$ cat src/rtl/debounce_pkg.sv
`default_nettype none
// +----------------------------------------------------------------------------+
// | Module   : debounce_pkg                                                    |
// | Purpose  : Shared types and helpers for the switch debouncer. The state    |
// |            encoding is also used by the testbench to observe the FSM.      |
// | Ports    : none (package)                                                  |
// | Revision : 1.0  initial release                                            |
// +----------------------------------------------------------------------------+
package debounce_pkg;

   // ZERO/ONE are the stable levels; WAIT1/WAIT0 qualify a candidate change.
   typedef enum logic [1:0] {
      ZERO  = 2'd0,
      WAIT1 = 2'd1,
      ONE   = 2'd2,
      WAIT0 = 2'd3
   } db_state_t;

   // While qualifying a fall (WAIT0) the accepted level is still high.
   function automatic logic state_is_high(input db_state_t s);
      return (s == ONE) || (s == WAIT0);
   endfunction

   function automatic logic state_is_busy(input db_state_t s);
      return (s == WAIT1) || (s == WAIT0);
   endfunction

endpackage : debounce_pkg
`default_nettype wire

$ cat src/rtl/bit_sync.sv
`default_nettype none
// +----------------------------------------------------------------------------+
// | Module   : bit_sync                                                        |
// | Purpose  : Multi-flop synchronizer for one asynchronous bit. Flops reset   |
// |            to 0 so the debouncer starts from a known low input.            |
// | Macro    : DB_SYNC_EN - the module is only built when the debouncer's      |
// |            front-end synchronizer is enabled.                              |
// | Ports    : clk   in  1  sampling clock                                     |
// |            rst_n in  1  asynchronous active-low reset                      |
// |            d     in  1  asynchronous input                                 |
// |            q     out 1  synchronized output (STAGES cycles of latency)     |
// | Revision : 1.0  initial release                                            |
// +----------------------------------------------------------------------------+
`ifdef DB_SYNC_EN
module bit_sync #(
   parameter int STAGES = 2
) (
   input  logic clk,
   input  logic rst_n,
   input  logic d,
   output logic q
);

   logic [STAGES-1:0] r_sync;

   always_ff @(posedge clk or negedge rst_n) begin
      if (!rst_n) begin
         r_sync <= '0;
      end else begin
         r_sync <= {r_sync[STAGES-2:0], d};
      end
   end

   assign q = r_sync[STAGES-1];

endmodule : bit_sync
`endif
`default_nettype wire

$ cat src/rtl/debounce_fsm.sv
`default_nettype none
// +----------------------------------------------------------------------------+
// | Module   : debounce_fsm                                                    |
// | Purpose  : Turns a bouncing switch input into a stable level for the edge  |
// |            detector. A change is accepted only after DB_CYCLES+1           |
// |            consecutive samples of the new value.                           |
// | Macro    : DB_SYNC_EN - when defined, sw passes through a SYNC_STAGES-flop |
// |            synchronizer first (needed for real pins). When undefined, sw   |
// |            must already be synchronous to clk.                             |
// | Ports    : clk      in  1  single clock, posedge                           |
// |            rst_n    in  1  asynchronous active-low reset                   |
// |            sw       in  1  raw switch input                                |
// |            db_level out 1  debounced level                                 |
// |            db_busy  out 1  high while a candidate change is qualified      |
// | Revision : 1.0  initial release                                            |
// +----------------------------------------------------------------------------+
module debounce_fsm
   import debounce_pkg::*;
#(
   parameter int DB_CYCLES   = 500_000,
   parameter int SYNC_STAGES = 2
) (
   input  logic clk,
   input  logic rst_n,
   input  logic sw,
   output logic db_level,
   output logic db_busy
);

   localparam int                 c_cnt_w    = $clog2(DB_CYCLES + 1);
   localparam logic [c_cnt_w-1:0] c_cnt_load = c_cnt_w'(DB_CYCLES - 1);
   localparam logic [c_cnt_w-1:0] c_cnt_one  = c_cnt_w'(1);

   // Parameter sanity: reject configurations the design cannot honour.
   generate
      if (DB_CYCLES < 1 || SYNC_STAGES < 2) begin : g_param_check
         $error("debounce_fsm: need DB_CYCLES >= 1 and SYNC_STAGES >= 2");
      end
   endgenerate

   logic w_sw_s;

`ifdef DB_SYNC_EN
   bit_sync #(
      .STAGES (SYNC_STAGES)
   ) u_sync (
      .clk   (clk),
      .rst_n (rst_n),
      .d     (sw),
      .q     (w_sw_s)
   );
`else
   assign w_sw_s = sw;
`endif

   db_state_t          r_state;
   db_state_t          w_state_nxt;
   logic [c_cnt_w-1:0] r_cnt;
   logic [c_cnt_w-1:0] w_cnt_nxt;

   always_ff @(posedge clk or negedge rst_n) begin
      if (!rst_n) begin
         r_state <= ZERO;
         r_cnt   <= '0;
      end else begin
         r_state <= w_state_nxt;
         r_cnt   <= w_cnt_nxt;
      end
   end

   // The first differing sample enters WAITx with DB_CYCLES-1 loaded, so the
   // change lands after DB_CYCLES further equal samples. Any opposite sample
   // while waiting falls straight back to the stable state.
   always_comb begin
      w_state_nxt = r_state;
      w_cnt_nxt   = r_cnt;
      case (r_state)
         ZERO: begin
            if (w_sw_s) begin
               w_state_nxt = WAIT1;
               w_cnt_nxt   = c_cnt_load;
            end
         end
         WAIT1: begin
            if (!w_sw_s) begin
               w_state_nxt = ZERO;
            end else if (r_cnt == '0) begin
               w_state_nxt = ONE;
            end else begin
               w_cnt_nxt = r_cnt - c_cnt_one;
            end
         end
         ONE: begin
            if (!w_sw_s) begin
               w_state_nxt = WAIT0;
               w_cnt_nxt   = c_cnt_load;
            end
         end
         WAIT0: begin
            if (w_sw_s) begin
               w_state_nxt = ONE;
            end else if (r_cnt == '0) begin
               w_state_nxt = ZERO;
            end else begin
               w_cnt_nxt = r_cnt - c_cnt_one;
            end
         end
         default: begin
            w_state_nxt = ZERO;
            w_cnt_nxt   = '0;
         end
      endcase
   end

   // Moore outputs straight from the state register: no combinational glitches.
   always_comb begin
      db_level = state_is_high(r_state);
      db_busy  = state_is_busy(r_state);
   end

endmodule : debounce_fsm
`default_nettype wire

$ cat config.mk
export PLATFORM = sky130hd
export DESIGN_NAME = debounce_fsm
export DESIGN_NICKNAME = d
export VERILOG_FILES = /design/src/rtl/debounce_pkg.sv /design/src/rtl/bit_sync.sv /design/src/rtl/debounce_fsm.sv
export SDC_FILE = /design/constraint.sdc
export NUM_CORES = 1
export LEC_CHECK = 0
export BUFFER_PORTS_ARGS = -buffer_cell sky130_fd_sc_hd__buf_2
export CAP_MARGIN = 20
export CELL_PAD_IN_SITES_DETAIL_PLACEMENT = 1
export CELL_PAD_IN_SITES_GLOBAL_PLACEMENT = 1
export CORE_MARGIN = 1.5
export CORE_UTILIZATION = 45
export DETAILED_ROUTE_END_ITERATION = 8
export PLACE_DENSITY_LB_ADDON = 0.1
export SLEW_MARGIN = 10
export SYNTH_ARGS = -nofsm -noshare
export SYNTH_HDL_FRONTEND = slang
export SYNTH_SLANG_ARGS = --single-unit
$ cat constraint.sdc
create_clock -name clk -period 4.6 [get_ports clk]
set_input_delay 1.38 -clock clk [delete_from_list [all_inputs] [get_ports clk]]
set_output_delay 1.38 -clock clk [all_outputs]
set_load 0.005 [all_outputs]
==> out/results.tsv <==
metric	value	unit
status	complete, no violations	
cells along the critical path	inv_1, ha_1, or4b_1, or2_2, o21ai_2, mux2_2	
die area	3387	µm²
# rows	19	
CP max-delay cell	or4b_1	
sequential share of the synthesized area	0.3832	
synth unique cells	45	
Worst slew margin	0.2505	
Avg Cell Area, Syn	8.571	µm²
Clock Latency Late Sink	0.30	ns
Post-synth EDFFs	0	
Clock Tree Root	clkbuf_4	
Final setup viols	0	
final period demand of the worst path	2.591	ns
total CTS buffers	3	
final hold vios	0	
CP endpoint kind	flip-flop	
CP peak stage delay	0.63	ns
chip width	58.20	µm
gr ovfl total	0	
setup bufs post-CTS	0	
drt pass-1 iters	4	
nature of the critical path startpoint	flip-flop	
synthesized area	1371	µm²
IO Port Bufs	4	
post_cts resized	0	
largest net degree at the start of global routing	22	
Via density	6.619	
initial antenna violation count	0	
area delta synth->final	3.558	%
Worst Path Max Fanout	10	
synthesized instance count	160	
Post-Syn Nets	164	
share of the synthesized area in the top cell type	0.3832	
HPWL Detailed	2549	µm
Initial DRC Count	48	
number of global-route vias before repair	1311	
ANT cells	0	
nets@finish	163	
power density cells	277.4	nW/µm²
Hold WC Path Type	reg2reg	
Remaining DRCs	0	
Post-DRT Antenna Nets	0	
Final Core Density	0.5020	
Async SR Flop Fraction	1.000	
# H-tree levels	1	
RSZ-0062 raised after global routing	false	
GPL Wtd Cong	0.7915	
average routed wire per standard cell	19.10	µm
Die Y	58.20	µm
CTS tree	built	
Commonest cells post-synth	21 x dfrtp_1, 12 x inv_1, 10 x clkbuf_1, 10 x nand2_1, 8 x a21oi_1	
Slew Limit Fails	0	
Yosys top cell by area	dfrtp_1	
MaxCap Viol Count	0	
# hold bufs at CTS	0	
core area	2829	µm²
CP arrival	2.80	ns
slew of the pin with the lowest slew margin	1.109	ns
via count	1251	
Buf/Inv on CP	1	
# IOs	5	
Worst Path Required	4.81	ns
Most used DFF post-synth	dfrtp_1	
Clock Sinks	21	
f_max	0.3860	GHz
initial core utilization	0.4847	
most frequent cell after synthesis	dfrtp_1	
Pwr Total	394.0	µW
maximum VDD drop	0.1220	mV
Global Route Usage Sum	0.2436	
number of synthesis warnings	0	
Worst-path clk slew	0.12	ns
final setup TNS	0	ns
Pleak	0.0005457	µW
CTS max path bufs	2	
Post-Route Skew	0.001292	ns
Synth area leaders	dfrtp_1 38%, o211ai_1 3.8%, inv_1 3.3%	
kind of cell adding the most delay to the critical path	simple AND/OR/NAND/NOR gates	
layout cells sized above 1	0.1392	
Setup CP Type	reg2reg	
Yosys reg bits	21	
Routed WL	3610	µm
global-route wire length before repair	6334	µm
Final Cycle Share	0.5633	
-- stage by stage --
| stage | worst slack [ns] | instance area (µm²) | hold slack (ns) | std cells |
|---|---|---|---|---|
| 2_1_floorplan | 2.035 | 1371 | 0.4653 | 160 |
| 3_3_place_gp | 2.022 | 1394 | 0.4849 | 185 |
| 3_5_place_dp | 1.921 | 1394 | 0.5269 | 185 |
| 4_1_cts | 1.984 | 1420 | 0.5551 | 189 |
| 5_1_grt | 1.836 | 1420 | 0.6007 | 189 |
| 6_report | 2.009 | 1420 | 0.5494 | 189 |
-- cells in the final DEF, fill, tap and decap left out, types with 2 or more instances in the layout --
cell	synthesis	layout
a21oi_1	8	8
a221oi_1	2	2
a22oi_1	2	2
a31o_2	2	2
a31oi_1	2	2
and3_1	4	4
buf_2	2	4
buf_4	0	3
clkbuf_4	0	3
dfrtp_1	21	21
inv_1	12	12
mux2_2	3	3
nand2_1	10	10
nand2b_1	2	2
nand3_1	7	7
nand4_1	4	4
nor2_1	7	7
nor3_1	6	6
nor3b_1	2	2
nor4_1	7	7
nor4b_1	2	2
o211ai_1	7	7
o21ai_0	7	7
o22ai_1	2	2
o311ai_0	2	2
or2_2	3	3
or3_1	2	2
or4_1	4	4
-- worst register-to-register path, cell delays in order (launching register included) --
cell,delay (ns)
dfrtp_1,0.44
inv_1,0.08
ha_1,0.21
or4b_1,0.63
or2_2,0.48
o21ai_2,0.29
mux2_2,0.37
-- cells by family after synthesis --
| group | count (synthesis) | synth area share |
|---|---|---|
| AOI/OAI and AO/OA | 42 | 0.2144 |
| xor gates and xnor gates | 2 | 0.01278 |
| adders and majority gates | 1 | 0.009123 |
| buffers and inverters | 25 | 0.07573 |
| DFF | 21 | 0.3832 |
| muxes | 4 | 0.03193 |
| and+or+nand+nor | 65 | 0.2728 |
-- worst paths after layout --
path                                         endpoint  slack, ns                   from  cells past startpoint
worst max-delay path             r_cnt[1]$_DFFE_PN0P_       2.01   r_cnt[0]$_DFFE_PN0P_                      6
worst min-delay path            r_cnt[18]$_DFFE_PN0P_       0.55  r_cnt[18]$_DFFE_PN0P_                      1
worst max register to register   r_cnt[1]$_DFFE_PN0P_       2.01   r_cnt[0]$_DFFE_PN0P_                      6
worst min register to register  r_cnt[18]$_DFFE_PN0P_       0.55  r_cnt[18]$_DFFE_PN0P_                      1
max in group asynchronous        r_cnt[4]$_DFFE_PN0P_       3.25                  rst_n                      1
min in group asynchronous        r_cnt[6]$_DFFE_PN0P_       1.02                  rst_n                      1
-- cell type report --
type                       instances  area (µm²)
inverter                          12       45.04
clock buffer                       4       26.28
timing repair buffer               7       42.54
sequential                        21       525.5
tap                               31       38.79
multi-input combinational        114       742.0
fill                             350        1409
-- metal layers --
metal | global-route usage | vias to the layer above | wire length [µm]
met4 | 0.07309 | 0 | 31
met1 | 0.3291 | 631 | 1685
met3 | 0.02232 | 4 | 61
li1 | - | 602 | -
met5 | 0 | - | 0
met2 | 0.4140 | 14 | 1832
-- report_power, final --
group / total [µW] / leakage, µW / switching (µW) / internal, µW
sequential: 232 / 0.000239 / 28.7 / 203
combinational: 70.0 / 0.000292 / 38.9 / 31.1
clock: 92.2 / 0.0000150 / 58.4 / 33.8
total: 394 / 0.000546 / 126 / 268
-- state kept, by name (all words and copies together), names as in the netlist, named ones only --
signal and flops:
r_state 1, r_cnt 19
Power figures use the tool's default switching activity.
